==> config.mk <==
export PLATFORM = sky130hd
export DESIGN_NAME = boot_loader
export DESIGN_NICKNAME = d
export VERILOG_FILES = /design/src/rtl/boot_loader.sv
export SDC_FILE = /design/constraint.sdc
export NUM_CORES = 1
export LEC_CHECK = 0
export ABC_AREA = 1
export ABC_CLOCK_PERIOD_IN_PS = 2850
export BUFFER_PORTS_ARGS = -buffer_cell sky130_fd_sc_hd__clkbuf_2
export CAP_MARGIN = 0
export CELL_PAD_IN_SITES_DETAIL_PLACEMENT = 1
export CELL_PAD_IN_SITES_GLOBAL_PLACEMENT = 2
export CORE_UTILIZATION = 38
export CTS_BUF_LIST = sky130_fd_sc_hd__clkbuf_2
export DETAILED_ROUTE_END_ITERATION = 7
export PLACE_DENSITY_LB_ADDON = 0.08
export SYNTH_ARGS = -nofsm -noshare
export SYNTH_HDL_FRONTEND = slang
export SYNTH_SLANG_ARGS = --single-unit
==> constraint.sdc <==
create_clock -name clk -period 2.85 [get_ports clk]
set_input_delay 0.4275 -clock clk [delete_from_list [all_inputs] [get_ports clk]]
set_output_delay 0.4275 -clock clk [all_outputs]
set_load 0.02 [all_outputs]
==> src/rtl/boot_loader.sv <==
// boot_loader: receives a program image as a byte stream, writes it word by
// word into instruction memory, verifies an XOR checksum, then releases the
// CPU from reset and counts the cycles it runs until it halts.
//
// Image format: count N (2 bytes, big-endian), N words (4 bytes each,
// big-endian), 1 checksum byte = XOR of every preceding byte.
//
// Ports:
//   clk        system clock, rising edge
//   rst        asynchronous active-low reset
//   rx_valid   byte available on rx_byte
//   rx_byte    incoming image byte
//   rx_ready   loader accepts a byte (low only while the CPU runs)
//   imem_we    one-cycle instruction-memory write strobe
//   imem_addr  instruction-memory word address
//   imem_wdata instruction word
//   cpu_rst_n  active-low CPU reset, registered
//   cpu_hlt    CPU halt, only observed while the CPU runs
//   done       CPU halted after a verified load
//   err        load failed
//   err_code   01 timeout, 10 checksum mismatch, 11 count overflow
//   run_cycles clock cycles the CPU spent released (saturating)
module boot_loader #(
  parameter logic [21:0] BASE_ADDR = 22'h000000,
  parameter int unsigned MEM_WORDS = 16384,
  parameter int unsigned TIMEOUT   = 50000
) (
  input  logic        clk,
  input  logic        rst,
  input  logic        rx_valid,
  input  logic [7:0]  rx_byte,
  output logic        rx_ready,
  output logic        imem_we,
  output logic [21:0] imem_addr,
  output logic [31:0] imem_wdata,
  output logic        cpu_rst_n,
  input  logic        cpu_hlt,
  output logic        done,
  output logic        err,
  output logic [1:0]  err_code,
  output logic [31:0] run_cycles
);

  localparam int unsigned TW = $clog2(TIMEOUT + 1);
  localparam logic [16:0] MEM_LIMIT = 17'(MEM_WORDS);

  typedef enum logic [2:0] {
    IDLE, CNT_LO, DATA, CSUM, RUN, DONE, ERR
  } state_t;

  state_t        state, state_nxt;
  logic [1:0]    err_code_nxt;
  logic [15:0]   count;
  logic [15:0]   word_idx;
  logic [1:0]    byte_idx;
  logic [23:0]   asm_word;
  logic [7:0]    xsum;
  logic [TW-1:0] tmo_cnt;
  logic          accept;
  logic          tmo_expire;
  logic          last_word;
  logic [16:0]   n_ext;

  assign rx_ready   = (state != RUN);
  assign accept     = rx_valid && rx_ready;
  assign done       = (state == DONE);
  assign err        = (state == ERR);
  assign tmo_expire = (tmo_cnt == TW'(TIMEOUT - 1));
  assign last_word  = (word_idx == count - 16'd1);
  assign n_ext      = {1'b0, count[15:8], rx_byte};

  always_comb begin
    state_nxt    = state;
    err_code_nxt = err_code;
    case (state)
      IDLE, DONE, ERR: begin
        if (accept) begin
          state_nxt    = CNT_LO;
          err_code_nxt = '0;
        end
      end
      CNT_LO: begin
        if (accept) begin
          if (n_ext > MEM_LIMIT) begin
            state_nxt    = ERR;
            err_code_nxt = 2'b11;
          end else if (n_ext == '0) begin
            state_nxt = CSUM;
          end else begin
            state_nxt = DATA;
          end
        end else if (tmo_expire) begin
          state_nxt    = ERR;
          err_code_nxt = 2'b01;
        end
      end
      DATA: begin
        if (accept) begin
          if (byte_idx == 2'd3 && last_word) state_nxt = CSUM;
        end else if (tmo_expire) begin
          state_nxt    = ERR;
          err_code_nxt = 2'b01;
        end
      end
      CSUM: begin
        if (accept) begin
          if (rx_byte == xsum) begin
            state_nxt = RUN;
          end else begin
            state_nxt    = ERR;
            err_code_nxt = 2'b10;
          end
        end else if (tmo_expire) begin
          state_nxt    = ERR;
          err_code_nxt = 2'b01;
        end
      end
      RUN: begin
        if (cpu_hlt) state_nxt = DONE;
      end
      default: state_nxt = IDLE;
    endcase
  end

  always_ff @(posedge clk or negedge rst) begin
    if (!rst) begin
      state     <= IDLE;
      err_code  <= '0;
    end else begin
      state     <= state_nxt;
      err_code  <= err_code_nxt;
    end
  end

  always_ff @(posedge clk or negedge rst) begin
    if (!rst) begin
      cpu_rst_n  <= 1'b0;
      imem_we    <= 1'b0;
      imem_addr  <= BASE_ADDR;
      imem_wdata <= '0;
      run_cycles <= '0;
      count      <= '0;
      word_idx   <= '0;
      byte_idx   <= '0;
      asm_word   <= '0;
      xsum       <= '0;
      tmo_cnt    <= '0;
    end else begin
      imem_we   <= 1'b0;
      // Decoding the next state keeps the CPU reset glitch-free and makes
      // the release land exactly one cycle after the checksum byte.
      cpu_rst_n <= (state_nxt == RUN) || (state_nxt == DONE);

      if (accept)
        tmo_cnt <= '0;
      else if (state == CNT_LO || state == DATA || state == CSUM)
        tmo_cnt <= tmo_cnt + TW'(1);
      else
        tmo_cnt <= '0;

      case (state)
        IDLE, DONE, ERR: begin
          if (accept) begin
            count      <= {rx_byte, 8'h00};
            xsum       <= rx_byte;
            word_idx   <= '0;
            byte_idx   <= '0;
            run_cycles <= '0;
          end
        end
        CNT_LO: begin
          if (accept) begin
            count[7:0] <= rx_byte;
            xsum       <= xsum ^ rx_byte;
          end
        end
        DATA: begin
          if (accept) begin
            xsum     <= xsum ^ rx_byte;
            asm_word <= {asm_word[15:0], rx_byte};
            byte_idx <= byte_idx + 2'd1;
            if (byte_idx == 2'd3) begin
              imem_we    <= 1'b1;
              imem_wdata <= {asm_word, rx_byte};
              imem_addr  <= BASE_ADDR + 22'(word_idx);
              word_idx   <= word_idx + 16'd1;
            end
          end
        end
        RUN: begin
          if (run_cycles != '1) run_cycles <= run_cycles + 32'd1;
        end
        default: ;
      endcase
    end
  end

endmodule
==> metrics, run 1 <==
setup violators final 0; critical-path cell list nand2_2 > buf_4 > clkbuf_2; outcome finished clean; Power Dens Cells 765 mW/mm^2; Yosys cell types 46; Fillers between 2000 and 3000; Initial DRC Count 345; Post-Syn Area just under 0.009 sq mm; Leak 4.67 nW; share of cells above drive strength 1 roughly 15%; Die ar. 0.0233 sq mm; setup TNS 0 ns; DRC Markers 0; Multi-input gate area 0.00377 sq mm; Reg area 0.00423 sq mm; Min Hold Slack a little over 0.07 ns; Worst VDD drop about 0.32 mV; GRT Overall Usage 22.5%; Least-Margin Pin Slew between 0.8 and 0.9 ns; endpoints failing hold 0; # Post-CTS Setup Buffers 0; Max-slew headroom 43.8%; sequential area share after synthesis 48.9%; die extent in x 153 um; async set-or-reset flop fraction in the synthesized netlist 100%; TritonCTS clock tree built; Critical Path Source Type flip-flop; vias 7426; Critical Path AT between 1.5 and 2 ns; worst r2r src run_cycles[1]$_DFFE_PN0P_; Setup Skew ~0.076 ns; Post-synth EDFFs 0; # clock sinks around 170; most common cell after layout, fill and taps aside nand2_1; Worst setup startpoint state[2]$_DFF_PN0_; largest net degree at the start of global routing 78; Fmax 0.419 GHz; Worst path slowest cell dfrtp_1; synthesized flop and latch total between 150 and 200; CP required 2.42 ns; clk_lat worst skew 0.80 ns; vias in the first global route 7812; number of top-level pins about 110; max_cap viols 0; clk root buf clkbuf_2; Reg clk slew, reported paths approximately 0.32 ns; total CTS buffers 17; clk buf depth 2; drt via density 4.99; P&R area growth vs syn 13.3%; hold crit path type in -> async; RSZ-0062 raised after global routing no; cell row count 54; Final Cycle Share 83.8%; Nets 1211; routed len/inst 16.6 um; Syn Area/Cell roughly 8 sq um; Yosys warning count 0; Setup CP Type reg -> out; worst-path maximum fanout 20; drt pass-1 iters 6; total congestion overflow 0; H-tree levels 4; crit end category output port; fin. max-slew vios 0; Syn Inst Count roughly 1100; commonest cells after routing, fill and taps aside nand2_1, dfrtp_1, clkbuf_2; Tmin final ~2.4 ns; core area 0.0220 sq mm; first-pass GRT wire length 41800 um; hpwl dp 18400 um; Largest stage delay, worst path 0.56 ns; initial antenna violation count 1; Initial Util between 30% and 40%; IO Port Bufs 98; ys flop type dfrtp_1; Detailed Route WL ~25000 um; routability cong. 0.792; Die Y about 150 um; antenna viol nets, final 0
==> per-stage QoR <==
stage | instance area (sq um) | worst slack (ns) | std cells | power (W) | util (%)
2_1_floorplan | 8660 | 1.03 | 1095 | 0.00536 | -
4_1_cts | 9780 | 0.347 | 1487 | 0.00760 | 44.4
6_report | 9790 | 0.462 | 1489 | 0.00749 | 44.4
3_5_place_dp | 9410 | 0.645 | 1445 | 0.00616 | 42.7
5_1_grt | 9790 | 0.249 | 1489 | 0.00817 | 44.4
3_3_place_gp | 9410 | 0.693 | 1445 | 0.00610 | 42.7
==> registers in the layout, indices dropped and copies added (netlist names), 8 cells and up <==
register and cells:
tmo_cnt 16, word_idx 16, imem_addr 16, run_cycles 32
imem_wdata 32, xsum 8, asm_word 24, count 16
==> report_power, final <==
group / total (W) / switching, W / internal, W
clock: 0.00139 / 0.00107 / 0.000314
combinational: 0.00293 / 0.00203 / 0.000903
sequential: 0.00317 / 0.000353 / 0.00282
==> worst max-delay path, delay by kind of cell, from the launching register on <==
family / cells / cell delay, ns
buffers and inverters: 2 / 0.49
DFF: 1 / 0.56
and+or+nand+nor: 1 / 0.16
==> cell type report <==
cell class                      instances  area share (%)
Sequential cell                       169            43.2
Timing Repair Buffer                  120            7.27
Inverter                              117            4.51
Multi-Input combinational cell        769            38.6
Tap cell                              280            3.58
Antenna cell                            2          0.0511
Clock buffer                           17           0.869
Clock inverter                         15            1.93
==> synth_stat cells (5+ instances only) <==
cell type,count,area [sq um]
o31ai_1,12,90.1
o22ai_1,10,62.6
buf_4,6,45.0
o21ai_1,31,155
nor2_2,5,31.3
or2_2,7,43.8
xnor2_1,10,87.6
nor2_1,99,372
nand2_2,6,37.5
nor4_1,7,43.8
buf_2,9,45.0
clkbuf_1,21,78.8
inv_2,7,26.3
o21ai_0,75,375
a21oi_1,21,105
inv_1,107,402
nand4_1,16,100
nor3_1,33,165
nand3_1,50,250
xor2_1,44,385
nand2_1,309,1160
dfrtp_1,169,4230
ha_1,5,62.6
==> cells by family after synthesis <==
logic type	after synthesis	synth area share, %
fa+ha+maj	5	0.724
xor+xnor	54	5.47
compound gates	160	10.2
simple gates	544	27.0
flops	169	48.9
buf+inv	157	7.59
other cells	1	0.0434
==> metal layers <==
layer	up-vias	track usage (%)	share of wire, %
li1	3696	-	-
met1	3638	32.8	51
met2	85	35.1	45
met3	7	3.87	3.0
met4	0	4.23	0.49
met5	-	0	0
==> timing repair <==
action                    4_1_cts  5_1_grt
hold endpoints to repair      185        0
hold buffers                   10        0
gates resized for setup         0        0
==> path summary, 6_finish.rpt <==
kind                       slack, ns  cells past startpoint                          to
hold / removal                  0.07                      2    imem_addr[6]$_DFFE_PN0P_
setup / recovery                0.46                      3                    rx_ready
min in group clk                0.13                      3        count[7]$_DFFE_PN0P_
hold reg to reg                 0.49                      1        tmo_cnt[0]$_DFF_PN0_
setup reg to reg                0.58                     11  run_cycles[18]$_DFFE_PN0P_
max in group asynchronous       1.95                      3   run_cycles[2]$_DFFE_PN0P_
Power figures use the tool's default switching activity.
==> inputs of run 2 (changes only) <==
--- a/config.mk
+++ b/config.mk
@@ -6,12 +6,12 @@
 export NUM_CORES = 1
 export LEC_CHECK = 0
 export ABC_AREA = 1
-export ABC_CLOCK_PERIOD_IN_PS = 2850
+export ABC_CLOCK_PERIOD_IN_PS = 2200
 export BUFFER_PORTS_ARGS = -buffer_cell sky130_fd_sc_hd__clkbuf_2
 export CAP_MARGIN = 0
 export CELL_PAD_IN_SITES_DETAIL_PLACEMENT = 1
 export CELL_PAD_IN_SITES_GLOBAL_PLACEMENT = 2
-export CORE_UTILIZATION = 38
+export CORE_UTILIZATION = 36
 export CTS_BUF_LIST = sky130_fd_sc_hd__clkbuf_2
 export DETAILED_ROUTE_END_ITERATION = 7
 export PLACE_DENSITY_LB_ADDON = 0.08
==> constraint.sdc (replaced) <==
create_clock -name clk -period 2.2 [get_ports clk]
set_input_delay 0.33 -clock clk [delete_from_list [all_inputs] [get_ports clk]]
set_output_delay 0.33 -clock clk [all_outputs]
set_load 0.02 [all_outputs]
==> run 2 against run 1 <==
Sequential power rose by 30%. Utilization fell by 0.82 points. Global-route usage fell by 0.56 points. Clock-buffer cell count did not move. Sequential cell count did not move. Final area rose by 4.6%. Cell count rose by 4.5%. Non-clock buffer count rose by 28. First-iteration DRC count rose by 12%. Routed wire length rose by 3.8%. Via count rose by 1.2%. Largest cell class unchanged. Largest power group is now combinational cells.
==> metrics, run 2 (synthesis gave the netlist of run 1 again) <==
cell row count 56 (+3.7%); crit end category output port; Setup Skew 0.0604 ns (-0.0159 ns); setup violators final 0 (unchanged); endpoints failing hold 0 (unchanged); Final WS setup 0.0951 ns (-0.367 ns); outcome finished clean; sequential power share 40.2% (-2.2 points); initial antenna violation count 1 (unchanged); hpwl dp 18600 um (+0.85%); Final Util 43.6% (-0.82 points); top flop regs imem_wdata x32, run_cycles x32, asm_word x24; core area 0.0235 sq mm (+6.6%); most common cell after layout, fill and taps aside nand2_1; GRT Overall Usage 21.9% (-0.56 points); total congestion overflow 0 (unchanged); Initial DRC Count 388 (+12%); drt via density 4.83 (-3.2%); hold crit path type in -> reg; Detailed Route WL 25600 um (+3.8%); Critical Path Source Type flip-flop; switching pwr 0.00468 W (+35%); fin. max-slew vios 0 (unchanged); Reg clk slew, reported paths 0.29 ns (-0.03 ns); Max-slew headroom 48.4% (+4.6 points); Worst VDD drop 0.421 mV (+32%); drt pass-1 iters 4 (-2); largest net degree at the start of global routing 52 (-33%); RSZ-0062 raised after global routing yes; pre-CTS setup slack 0.170 ns (-0.475 ns); vias 7512 (+1.2%); Die ar. 0.0246 sq mm (+5.5%); number of top-level pins 105 (unchanged); # clock sinks 169 (unchanged); routability cong. 0.818 (+3.2%); H-tree levels 4 (unchanged); Clock Power Share 18.2% (-0.3 points); first-pass GRT wire length 41800 um (about the same); IO Port Bufs 98 (unchanged); max_cap viols 0 (unchanged); worst-path maximum fanout 4 (-80%); r2r setup slk 0.17 ns (-0.41 ns); routed len/inst 16.5 um (-0.66%); combinational power share 41.7% (+2.6 points); Leak 4.86 nW (+4.1%); Fmax between 0.4 and 0.5 GHz; Final Cycle Share 95.7%; share of cells above drive strength 1 17.6% (+2.8 points); Setup CP Type reg -> out; Critical Path AT 1.77 ns (-0.19 ns); Power Dens Cells 1000 mW/mm^2 (+31%); clk buf depth 2 (unchanged); cell-internal power 0.00556 W (+38%); P&R area growth vs syn 18.5%; die extent in x 157 um (+2.7%); vias in the first global route 7640 (-2.2%); Least-Margin Pin Slew 0.766 ns (-0.0682 ns); commonest cells after routing, fill and taps aside nand2_1, dfrtp_1, clkbuf_2; CP required 1.87 ns (-0.55 ns); clk_lat worst skew 0.80 ns (about the same); antenna viol nets, final 0 (unchanged); Sw Share 45.7% (-0.42 points); Tmin final ~2.1 ns; Die Y 157 um (+2.7%); Initial Util 36.8% (-2.4 points); Nets 1239 (+2.3%); DRC Markers 0 (unchanged); total CTS buffers 17 (unchanged); clk root buf clkbuf_2; TritonCTS clock tree built
==> run 2: what timing repair did <==
item / 4_1_cts / 5_1_grt
pin swaps: 2 / 6
resized for setup: 13 / 21
endpoints found under the hold margin: 209 / 0
cloned: 1 / 0
setup endpoints to repair: 3 / 36
hold buffers: 16 / 0
buffers inserted: 5 / 6
==> run 2: per-stage QoR <==
stage,power (W),std cells,hold slack (ns),TNS [ns],cell area [sq um]
after floorplan,0.00694,1095,0.0344,0,8660
after global placement,0.00799,1494,0.334,0,9540
after detailed placement,0.00805,1494,0.331,0,9540
after CTS,0.0102,1548,0.355,-0.0359,10100
after global routing,0.0111,1556,0.370,-0.103,10200
final,0.0102,1556,0.437,0,10200
==> run 2: power by group through the flow <==
stage / Clock (W) / Combinational [W] / Sequential, W
2_1_floorplan: 0 / 0.00280 / 0.00415
3_3_place_gp: 0 / 0.00383 / 0.00416
3_5_place_dp: 0 / 0.00388 / 0.00417
4_1_cts: 0.00193 / 0.00414 / 0.00412
5_1_grt: 0.00204 / 0.00483 / 0.00421
6_report: 0.00186 / 0.00426 / 0.00412
==> run 2: worst paths after layout <==
kind	from	end	cells past startpoint
setup / recovery	state[1]$_DFF_PN0_	rx_ready	4
hold / removal	rx_byte[2]	count[2]$_DFFE_PN0P_	4
setup reg to reg	state[1]$_DFF_PN0_	xsum[4]$_DFFE_PN0P_	8
hold reg to reg	tmo_cnt[0]$_DFF_PN0_	tmo_cnt[0]$_DFF_PN0_	1
max in group asynchronous	rst	state[1]$_DFF_PN0_	4
min in group asynchronous	rst	count[12]$_DFFE_PN0P_	3
==> run 2: layout make-up <==
class / count / area [sq um]
Fill cell: 2915 / 13200
Sequential cell: 169 / 4230
Multi-Input combinational cell: 769 / 3840
Timing Repair Buffer: 148 / 1040
Inverter: 117 / 442
Tap cell: 319 / 399
Clock inverter: 15 / 196
Clock buffer: 17 / 85.1
Antenna cell: 2 / 5.00
==> run 2: critical path: stages, from the launching register on <==
cell and delay, ns:
dfrtp_2 0.52, nor2_4 0.17, nand2_4 0.08, buf_12 0.13, buf_8 0.12
==> run 2: metal layers <==
layer / up-vias / global-route usage (%) / share of wire [%]
met3: 10 / 4.21 / 2.9
met4: 0 / 3.64 / 0.53
li1: 3756 / - / -
met1: 3654 / 31.6 / 51
met5: - / 0 / 0
met2: 92 / 34.4 / 46
==> inputs of run 3 (changes only) <==
--- a/config.mk
+++ b/config.mk
@@ -14,6 +14,7 @@
 export CORE_UTILIZATION = 36
 export CTS_BUF_LIST = sky130_fd_sc_hd__clkbuf_2
 export DETAILED_ROUTE_END_ITERATION = 7
+export MAX_ROUTING_LAYER = met4
 export PLACE_DENSITY_LB_ADDON = 0.08
 export SYNTH_ARGS = -nofsm -noshare
 export SYNTH_HDL_FRONTEND = slang
==> run 3 against run 2 <==
Utilization about the same. Critical path depth is the same. Clock-buffer cell count unchanged. Sequential cell count is the same. Routed wire length increased by 0.10%. Non-clock buffer count stayed put. Final area about the same. Clock skew down 0.0018 ns.
==> metrics, run 3 (synthesis gave the netlist of run 1 again) <==
drt via density 4.84 (+0.32%); Tmin final 2.10 ns (-0.000642 ns); H-tree levels 4 (unchanged); total congestion overflow 0 (unchanged); total power 0.0102 W (about the same); Die ar. 0.0246 sq mm (unchanged); Reg2Reg Depth 12 (+4); Initial Util 36.8% (unchanged); drt pass-1 iters 4 (unchanged); crit end category output port; worst-path maximum fanout 4 (unchanged); vias 7536 (+0.32%); number of top-level pins 105 (unchanged); total CTS buffers 17 (unchanged); Setup Skew 0.0585 ns (-0.00184 ns); vias in the first global route 7646 (+0.079%); cell row count 56 (unchanged); Fmax 0.475 GHz (about the same); Leak 4.86 nW (about the same); Worst VDD drop 0.421 mV (about the same); pre-CTS setup slack 0.170 ns (unchanged); hpwl dp 18600 um (unchanged); Least-Margin Pin Slew 0.770 ns (+0.00336 ns); Nets 1239 (unchanged); clk_lat worst skew 0.80 ns (about the same); Final WS setup 0.0958 ns (+0.000642 ns); TritonCTS clock tree built; Fillers 2914 (-0.034%); Reg area 0.00423 sq mm (about the same); Detailed Route WL 25700 um (+0.10%); core area 0.0235 sq mm (unchanged); top flop regs imem_wdata x32, run_cycles x32, asm_word x24; initial antenna violation count 1 (unchanged); most common cell after layout, fill and taps aside nand2_1; routability cong. 0.832 (+1.7%); P&R area growth vs syn 18.4% (about the same); routed len/inst 16.5 um (+0.10%); fin. max-slew vios 0 (unchanged); area post-placement 0.00954 sq mm (unchanged); Die Y 157 um (unchanged); max_cap viols 0 (unchanged); Final Util 43.6% (about the same); Reg clk slew, reported paths 0.29 ns (about the same); DRC Markers 0 (unchanged); IO Port Bufs 98 (unchanged); Power Dens Cells 999 mW/mm^2 (about the same); Critical Path AT 1.77 ns (about the same); clk buf depth 2 (unchanged); share of cells above drive strength 1 17.5% (-0.081 points); Initial DRC Count 326 (-16%); setup violators final 0 (unchanged); Setup CP Type reg -> out; clk root buf clkbuf_2; GRT Overall Usage 22.6% (+0.66 points); Min Hold Slack 0.440 ns (+0.00304 ns); Multi-input gate area 0.00384 sq mm (unchanged); post-route design area 0.0102 sq mm (about the same); Max-slew headroom 48.2% (-0.23 points); commonest cells after routing, fill and taps aside nand2_1, dfrtp_1, clkbuf_2; outcome finished clean; # clock sinks 169 (unchanged); die extent in x 157 um (unchanged); hold crit path type in -> reg; first-pass GRT wire length 41800 um (about the same); endpoints failing hold 0 (unchanged); antenna viol nets, final 0 (unchanged); largest net degree at the start of global routing 52 (unchanged); hold depth 4 (unchanged); CP required 1.87 ns (about the same); Critical Path Source Type flip-flop; RSZ-0062 raised after global routing yes; Final Cycle Share 95.6% (about the same)
[run 3: power breakdown]
part           leakage (nW)  internal (W)  switching, W
Sequential             2.29       0.00366      0.000458
Combinational          2.41       0.00148       0.00278
Clock                 0.154      0.000417       0.00143
[run 3: critical path, cell delays in order (launching register included)]
cell     delay, ns
dfrtp_2       0.52
nor2_4        0.17
nand2_4       0.08
buf_12        0.13
buf_8         0.12
[run 3: final timing paths]
path                       slack, ns                         end            startpoint
setup / recovery                 0.1                    rx_ready    state[1]$_DFF_PN0_
hold / removal                  0.44        count[2]$_DFFE_PN0P_            rx_byte[2]
setup reg to reg                0.17  run_cycles[18]$_DFFE_PN0P_    state[1]$_DFF_PN0_
hold reg to reg                 0.49        tmo_cnt[0]$_DFF_PN0_  tmo_cnt[0]$_DFF_PN0_
max in group asynchronous       1.17     byte_idx[0]$_DFFE_PN0P_                   rst
min in group asynchronous       0.49        count[8]$_DFFE_PN0P_                   rst
[run 3: timing repair]
action / in CTS / in global routing
cloned: 1 / 0
hold endpoints to repair: 209 / 0
resized for setup: 13 / 20
buffers inserted: 5 / 6
endpoints found under the setup margin: 3 / 37
hold buffers: 16 / 0
pin swaps: 2 / 6
[run 3: final cells by class]
type                    instances  area share [%]
diodes                          2          0.0489
clock buffers                  17           0.831
flip-flops and latches        169            41.4
repair buffers                148            10.1
well taps                     319            3.90
clock inverters                15            1.92
multi-input cells             769            37.5
inverters                     117            4.32
[run 3: through the flow]
stage               setup TNS (ns)  cells
finish                           0   1556
CTS                        -0.0359   1548
floorplan                        0   1095
detailed placement               0   1494
global placement                 0   1494
global route                -0.109   1556
[run 3: per-layer routing]
layer	track usage [%]	part of all wire (%)	vias up
li1	-	-	3753
met1	31.7	51	3695
met2	34.5	46	79
met3	4.05	2.6	9
met4	3.64	0.50	0
met5	-	0	-
